==> src/rtl/exposure_sequencer.sv <==
// Camera exposure sequencer: shutter open, timer load/blanking, shutter close, readout handshake.
// Optional flash trigger output is built when `EXPSEQ_FLASH_EN is defined.
module exposure_sequencer #(
    parameter int          WIDTH     = 16,
    parameter logic [15:0] OPEN_DLY  = 16'd64,
    parameter logic [15:0] CLOSE_DLY = 16'd128,
    parameter logic [15:0] FLASH_LEN = 16'd32
) (
    input  logic             clk,
    input  logic             rst,
    input  logic             start,
    input  logic [WIDTH-1:0] exp_time,
    input  logic             abort,
    output logic             busy,
    output logic             shutter_open,
    output logic             tmr_load,
    output logic [WIDTH-1:0] tmr_preset,
    input  logic             tmr_done,
    output logic             ro_req,
    input  logic             ro_ack,
    output logic             frame_done,
`ifdef EXPSEQ_FLASH_EN
    output logic             aborted,
    output logic             flash
`else
    output logic             aborted
`endif
);

    typedef enum logic [2:0] {IDLE, PREOPEN, EXPOSE, CLOSE, READOUT} state_t;

    state_t      state;
    logic [15:0] dly_cnt;
    logic        abort_flag;
    logic        enter_expose;
    logic        leave_expose;

    if (OPEN_DLY == 16'd0) begin : g_bad_open_dly
        $error("OPEN_DLY must be at least 1");
    end
    if (CLOSE_DLY == 16'd0) begin : g_bad_close_dly
        $error("CLOSE_DLY must be at least 1");
    end
    if (FLASH_LEN == 16'd0) begin : g_bad_flash_len
        $error("FLASH_LEN must be at least 1");
    end

    // In EXPOSE the delay counter doubles as the two-cycle tmr_done blanking window.
    assign enter_expose = (state == PREOPEN) && !abort && (dly_cnt == 16'd0);
    assign leave_expose = (state == EXPOSE) && (abort || ((dly_cnt == 16'd0) && tmr_done));

    always_ff @(posedge clk or posedge rst) begin
        if (rst) begin
            state        <= IDLE;
            dly_cnt      <= 16'd0;
            abort_flag   <= 1'b0;
            busy         <= 1'b0;
            shutter_open <= 1'b0;
            tmr_load     <= 1'b0;
            tmr_preset   <= '0;
            ro_req       <= 1'b0;
            frame_done   <= 1'b0;
            aborted      <= 1'b0;
        end else begin
            tmr_load   <= 1'b0;
            frame_done <= 1'b0;
            aborted    <= 1'b0;
            case (state)
                IDLE: begin
                    if (start) begin
                        tmr_preset   <= exp_time;
                        shutter_open <= 1'b1;
                        busy         <= 1'b1;
                        abort_flag   <= 1'b0;
                        dly_cnt      <= OPEN_DLY - 16'd1;
                        state        <= PREOPEN;
                    end
                end
                PREOPEN: begin
                    if (abort) begin
                        shutter_open <= 1'b0;
                        abort_flag   <= 1'b1;
                        dly_cnt      <= CLOSE_DLY - 16'd1;
                        state        <= CLOSE;
                    end else if (enter_expose) begin
                        tmr_load <= 1'b1;
                        dly_cnt  <= 16'd2;
                        state    <= EXPOSE;
                    end else begin
                        dly_cnt <= dly_cnt - 16'd1;
                    end
                end
                EXPOSE: begin
                    if (leave_expose) begin
                        shutter_open <= 1'b0;
                        abort_flag   <= abort;
                        dly_cnt      <= CLOSE_DLY - 16'd1;
                        state        <= CLOSE;
                    end else if (dly_cnt != 16'd0) begin
                        dly_cnt <= dly_cnt - 16'd1;
                    end
                end
                CLOSE: begin
                    if (dly_cnt != 16'd0) begin
                        dly_cnt <= dly_cnt - 16'd1;
                    end else if (abort_flag) begin
                        aborted    <= 1'b1;
                        busy       <= 1'b0;
                        abort_flag <= 1'b0;
                        state      <= IDLE;
                    end else begin
                        ro_req <= 1'b1;
                        state  <= READOUT;
                    end
                end
                READOUT: begin
                    if (ro_ack) begin
                        ro_req     <= 1'b0;
                        frame_done <= 1'b1;
                        busy       <= 1'b0;
                        state      <= IDLE;
                    end
                end
                default: state <= IDLE;
            endcase
        end
    end

`ifdef EXPSEQ_FLASH_EN
    logic [15:0] flash_cnt;

    // Pulse starts with the load cycle and is cut short whenever EXPOSE ends first.
    always_ff @(posedge clk or posedge rst) begin
        if (rst) begin
            flash     <= 1'b0;
            flash_cnt <= 16'd0;
        end else if (enter_expose) begin
            flash     <= 1'b1;
            flash_cnt <= FLASH_LEN - 16'd1;
        end else if (leave_expose || (state != EXPOSE) || (flash_cnt == 16'd0)) begin
            flash <= 1'b0;
        end else begin
            flash_cnt <= flash_cnt - 16'd1;
        end
    end
`endif

endmodule

==> config.mk <==
export PLATFORM = sky130hd
export DESIGN_NAME = exposure_sequencer
export DESIGN_NICKNAME = d
export VERILOG_FILES = /design/src/rtl/exposure_sequencer.sv
export SDC_FILE = /design/constraint.sdc
export NUM_CORES = 1
export LEC_CHECK = 0
export CORE_ASPECT_RATIO = 1.5
export CORE_MARGIN = 2
export CORE_UTILIZATION = 53
export CTS_BUF_LIST = sky130_fd_sc_hd__clkbuf_4 sky130_fd_sc_hd__clkbuf_8
export CTS_CLUSTER_SIZE = 25
export DETAILED_ROUTE_END_ITERATION = 10
export GPL_TIMING_DRIVEN = 0
export PLACE_DENSITY = 0.88
export SLEW_MARGIN = 5
export SYNTH_ARGS = -nofsm -noshare
export SYNTH_HDL_FRONTEND = slang
export SYNTH_SLANG_ARGS = --single-unit
export TNS_END_PERCENT = 5
==> constraint.sdc <==
create_clock -name clk -period 5.2 [get_ports clk]
set_input_delay 1.04 -clock clk [delete_from_list [all_inputs] [get_ports clk]]
set_output_delay 1.04 -clock clk [all_outputs]
set_load 0.05 [all_outputs]
-- Word-level counts from Yosys, hierarchy flattened
Index checks and enable logic that the tools add are counted.
- bits in registers: 42
- bits of input ports: 22
- output and inout bits: 22
- logic and storage cells: 81
- add/sub/neg operators: 1
- equal/unequal tests: 12
- muxes and demuxes: 38
- reduce and logical (&&, ||, !) cells: 20
- operator list (kind ; count):
    16-bit two-way mux ; 5
    16-bit one-hot mux with 4 select lines ; 1
    3-bit two-way mux ; 7
    1-bit two-way mux ; 20
    16-bit zero test ; 1
    16-bit nonzero test ; 1
    16-bit by 1-bit subtractor with 16-bit output, second input constant ; 1
    3-bit one-hot mux with 5 select lines ; 1
    5-bit AND reduction ; 3
    2-bit inequality test, second input constant ; 7
    4-bit AND reduction ; 2
    3-bit by 2-bit equality test with 1-bit output, second input constant ; 2
    1-bit one-hot mux with 3 select lines ; 2
    3-bit nonzero test ; 2
    1-bit logical AND ; 4
    1-bit one-hot mux with 4 select lines ; 1
    2-bit AND reduction ; 2
    4-bit nonzero test ; 1
    3-bit by 1-bit equality test with 1-bit output, second input constant ; 1
    3-bit equality test, second input constant ; 1
    3-bit zero test ; 1
    3-bit inequality test, second input constant ; 1
    1-bit one-hot mux with 2 select lines ; 1
    2-bit nonzero test ; 1
    2 further kinds ; 2

-- Depth between registers and ports, before layout
- depth in word-level cells: 6
- mapped depth: 9

-- Worst setup path before layout
No wires, ideal clock.
- path type: input to register
- from: input start
- to: register tmr_preset[15]
- setup time: 0.125 ns
- arrival: 2.231 ns
- data required time: 5.075 ns
- slack: 2.844 ns
- cell stages on the path: 3
- path buffers: 1
- cells stage by stage: nor4b_2 > buf_4 > mux2_2
- longest elaborated chain between the ends: 1
- ends and longest elaborated chain (what ; line ; text):
    start: declaration ; 11 ; input logic start,
    2-bit AND reduction (no line) ; -- ;
    end signal: assignment ; 71 ; tmr_preset <= exp_time;
    end: declaration ; 17 ; output logic [WIDTH-1:0] tmr_preset,
Every way passes these cells.
A chain may end at the register's enable or synchronous reset.

-- Worst setup path after layout
- from: input start
- to: register tmr_preset[8]
Same word-level chain as after synthesis.

==> summary.md <==
| Metric | Value |
|---|---|
| CTS H-tree lvls | `2` |
| Worst r2r src | `dly_cnt[0]` |
| Critical path fanouts, max | `10` |
| CTS Buffer Depth | `2` |
| Crit path to | `tmr_preset[8]` |
| Slew Viols, Final | `0` |
| Startpoint types | `primary input` |
| Area delta synth->final | `26.18%` |
| Final Hold Viols | `0` |
| CTS Sinks | `42` |
| Post-layout minimum cycle time | `between 2 and 3 ns` |
| Fmax | `approximately 0.34 GHz` |
| TritonCTS clock tree | `done` |
| Largest net degree at the start of global routing | `42` |
| Leak | `0.001187 uW` |
| Post-CTS setup buffer count | `0` |
| Starting density of the core | `54.61%` |
| Seq/Total Area, Yosys | `45.73%` |
| Ys Warns | `0` |
| Syn nets | `about 250` |
| # resized after CTS | `0` |
| Residual DRC | `0` |
| Synth Area in Simple Gates | `19.00%` |
| Sw Pwr | `between 400 and 500 uW` |
| Yosys cell types | `56` |
| Die ar. | `just under 5000 sq um` |
| NumNets Final | `297` |
| Post-Syn Area | `2298 sq um` |
| IO Port Bufs | `43` |
| Vias in the first global route | `2042` |
| Final wirelength | `5605 um` |
| Peak supply drop | `between 0.3 and 0.4 mV` |
| Vias | `between 2000 and 2500` |
| Outcome | `finished clean` |
| Internal power | `692.7 uW` |
| Pwr Density | `403.5 nW/um^2` |
| Number of flops mapped to enable cells by yosys | `0` |
| Slowest-stage cell, CP | `nor4b_2` |
| Slew @ Worst Pin | `1.072 ns` |
| Critical path type | `primary input to register` |
| Wire per inst | `approximately 18 um` |
| WP depth | `4` |
| Top cells by area, synth | `dfrtp_1, mux2_2, a21oi_1` |
| Non-Filler Cell Area, Final | `2900 sq um` |
| Reg-to-reg endpoint | `dly_cnt[14]` |
| ANT nets after route | `0` |
| Xor-xnor portion of the synthesized cell area | `0.3811%` |
| CP Capture Type | `register` |
| Final GP Congestion | `0.9015` |
| Synth Area in Adders | `1.089%` |
| Total Routing Usage GR | `24.61%` |
| Synth top area share | `45.73%` |
| Sum Neg Setup Slack | `0 ns` |
| Ys async rst share | `100.0%` |
| Mux contribution to synthesized area | `8.274%` |
| First-pass GRT wire length | `9370 um` |
| Avg Cell Area, Syn | `10.35 sq um` |
| Period Utilization, post-route | `a little under three fifths` |
| Worst-Skew Late Latency | `0.30 ns` |
| CP arrival | `3.10 ns` |
| Pre-antenna DRT Iters | `4` |
| Comb pwr share | `42.8%` |
| Clock power frac | `18.6%` |
| Synth Area in Compound Gates | `21.39%` |
| CTS buffer count | `5` |
| Cell chain of the critical path | `clkdlybuf4s50_1, nor4b_2, buf_4, mux2_2` |
| Drt initial violations | `82` |
| Ratio of cells with drive above 1 in the final layout | `15.33%` |
| Crit-path max cell delay | `0.87 ns` |
| Die height | `about 85 um` |
| Fill count | `321` |
| Sw Ratio | `approximately two fifths` |
| R2r worst-path depth | `8` |
| Area of placed instances | `approximately 2800 sq um` |
| Dpl hpwl | `about 4000 um` |
| Hold Buf Count CTS | `0` |
| Critical Path RT | `5.39 ns` |
| Final Skew | `roughly 0.0080 ns` |
| MaxCap Viol Count | `0` |
| Main combinational cell family by area after synthesis | `compound AO/OA/AOI/OAI gates` |
| Largest area contributor in the netlist | `dfrtp_1` |
| Gate Count Post-Synth | `about 220` |
| # rows | `29` |
| CP delay by family, top | `simple AND/OR/NAND/NOR gates` |
| IO Pins | `44` |
| Die width | `roughly 58 um` |
| Total grt overflow | `0` |
| Core ar. | `4209 sq um` |
| Unrepaired setup endpoints after global routing | `no` |
| CP startpoint | `start` |
| Final setup viols | `0` |
| Hold Crit Class | `register to register` |
| Root buffer cell | `clkbuf_8` |
| Reg power frac | `38.6%` |
| CP Buf/Inv Count | `2` |
| Flop and latch count out of synthesis | `42` |
| Flop-to-flop setup slack | `2.87 ns` |
| Via-to-Cell Ratio | `6.316` |
| Clock slew at reported path FFs | `roughly 0.090 ns` |
| Initial antenna violation count | `0` |
| Max_slew headroom | `approximately 28%` |
| Top_reg_cell synth | `dfrtp_1` |
| Ant diodes | `0` |
[through the flow]
stage                     power [uW]  worst slack (ns)  std cells  util (%)  hold slack [ns]
after floorplan                805.2             2.844        222         -           0.4713
after global placement         939.0             1.965        311     66.20           0.4622
after detailed placement       954.3             1.962        312     66.68           0.4836
after CTS                       1177             2.292        320     68.91           0.5045
after global routing            1242             2.178        320     68.91           0.5217
final                           1170             2.291        320     68.91           0.5120
[cell type report]
class	count	area (sq um)	area share, %
sequential	42	1051	36.24
timing repair buffer	44	450.4	15.53
inverter	6	22.52	0.7765
multi-input combinational	160	1152	39.73
clock buffer	5	68.82	2.373
clock inverter	3	25.02	0.8628
buffer	14	72.57	2.502
tap	46	57.56	1.984
[routing by layer]
layer	routed length [um]	share of wire [%]	track usage [%]
met1	2173	39	28.83
met3	251	4.5	4.160
met4	281	5.0	15.22
met5	0	0	0
met2	2898	52	40.81
[worst register-to-register path, stage by stage, from the launching register on]
cell and delay [ns]:
dfrtp_1 0.44, inv_1 0.14, ha_1 0.18, nor4b_2 0.37, and4_4 0.32, buf_8 0.14, a21oi_2 0.08, a2111oi_4 0.39
o22ai_1 0.15
[Yosys cell counts (all sizes together), types with 3 or more instances]
cell type,instances
nor2,17
inv,6
nand2,15
o22a,6
clkbuf,10
nor3,7
dfrtp,42
nand2b,5
and3,3
nor4,5
nor4b,5
mux2,16
a221o,3
a21oi,15
o21ai,11
o31ai,4
buf,4
a211oi,5
nand3,4
[placed cells by master, fill, tap and decap left out, types with 6 or more instances in the layout]
cell type,n
nand2_1,15
o22a_1,6
nor2_1,17
a21oi_1,13
clkdlybuf4s50_1,43
nor3_1,7
mux2_2,16
dfrtp_1,42
o21ai_0,10
clkbuf_1,10
[cell families after synthesis]
logic type / count (synthesis)
AO/OA/AOI/OAI: 65
XOR/XNOR: 1
adder cells (fa/ha/maj): 2
buffers and inverters: 20
flip-flops: 42
multiplexers: 17
AND/OR/NAND/NOR: 75
[worst min path at each step]
stage,end,cells past startpoint,startpoint
after global placement,busy,1,busy
after global routing,busy,1,busy
after detailed placement,busy,1,busy
after CTS,busy,1,busy
final,tmr_preset[7],1,tmr_preset[7]
after floorplan,dly_cnt[15],1,dly_cnt[15]
[registers in the layout, indices dropped and copies added, names as in the netlist]
signal,flops
abort_flag,1
shutter_open,1
tmr_load,1
dly_cnt,16
frame_done,1
tmr_preset,16
state,3
ro_req,1
busy,1
aborted,1
[power by group through the flow]
stage	registers [uW]	logic [uW]	clock network, uW
floorplan	555	250	0
global placement	453	486	0
detailed placement	456	498	0
CTS	450	500	227
global route	461	541	241
finish	451	501	218
No activity file was read; power rests on OpenSTA's default activity.
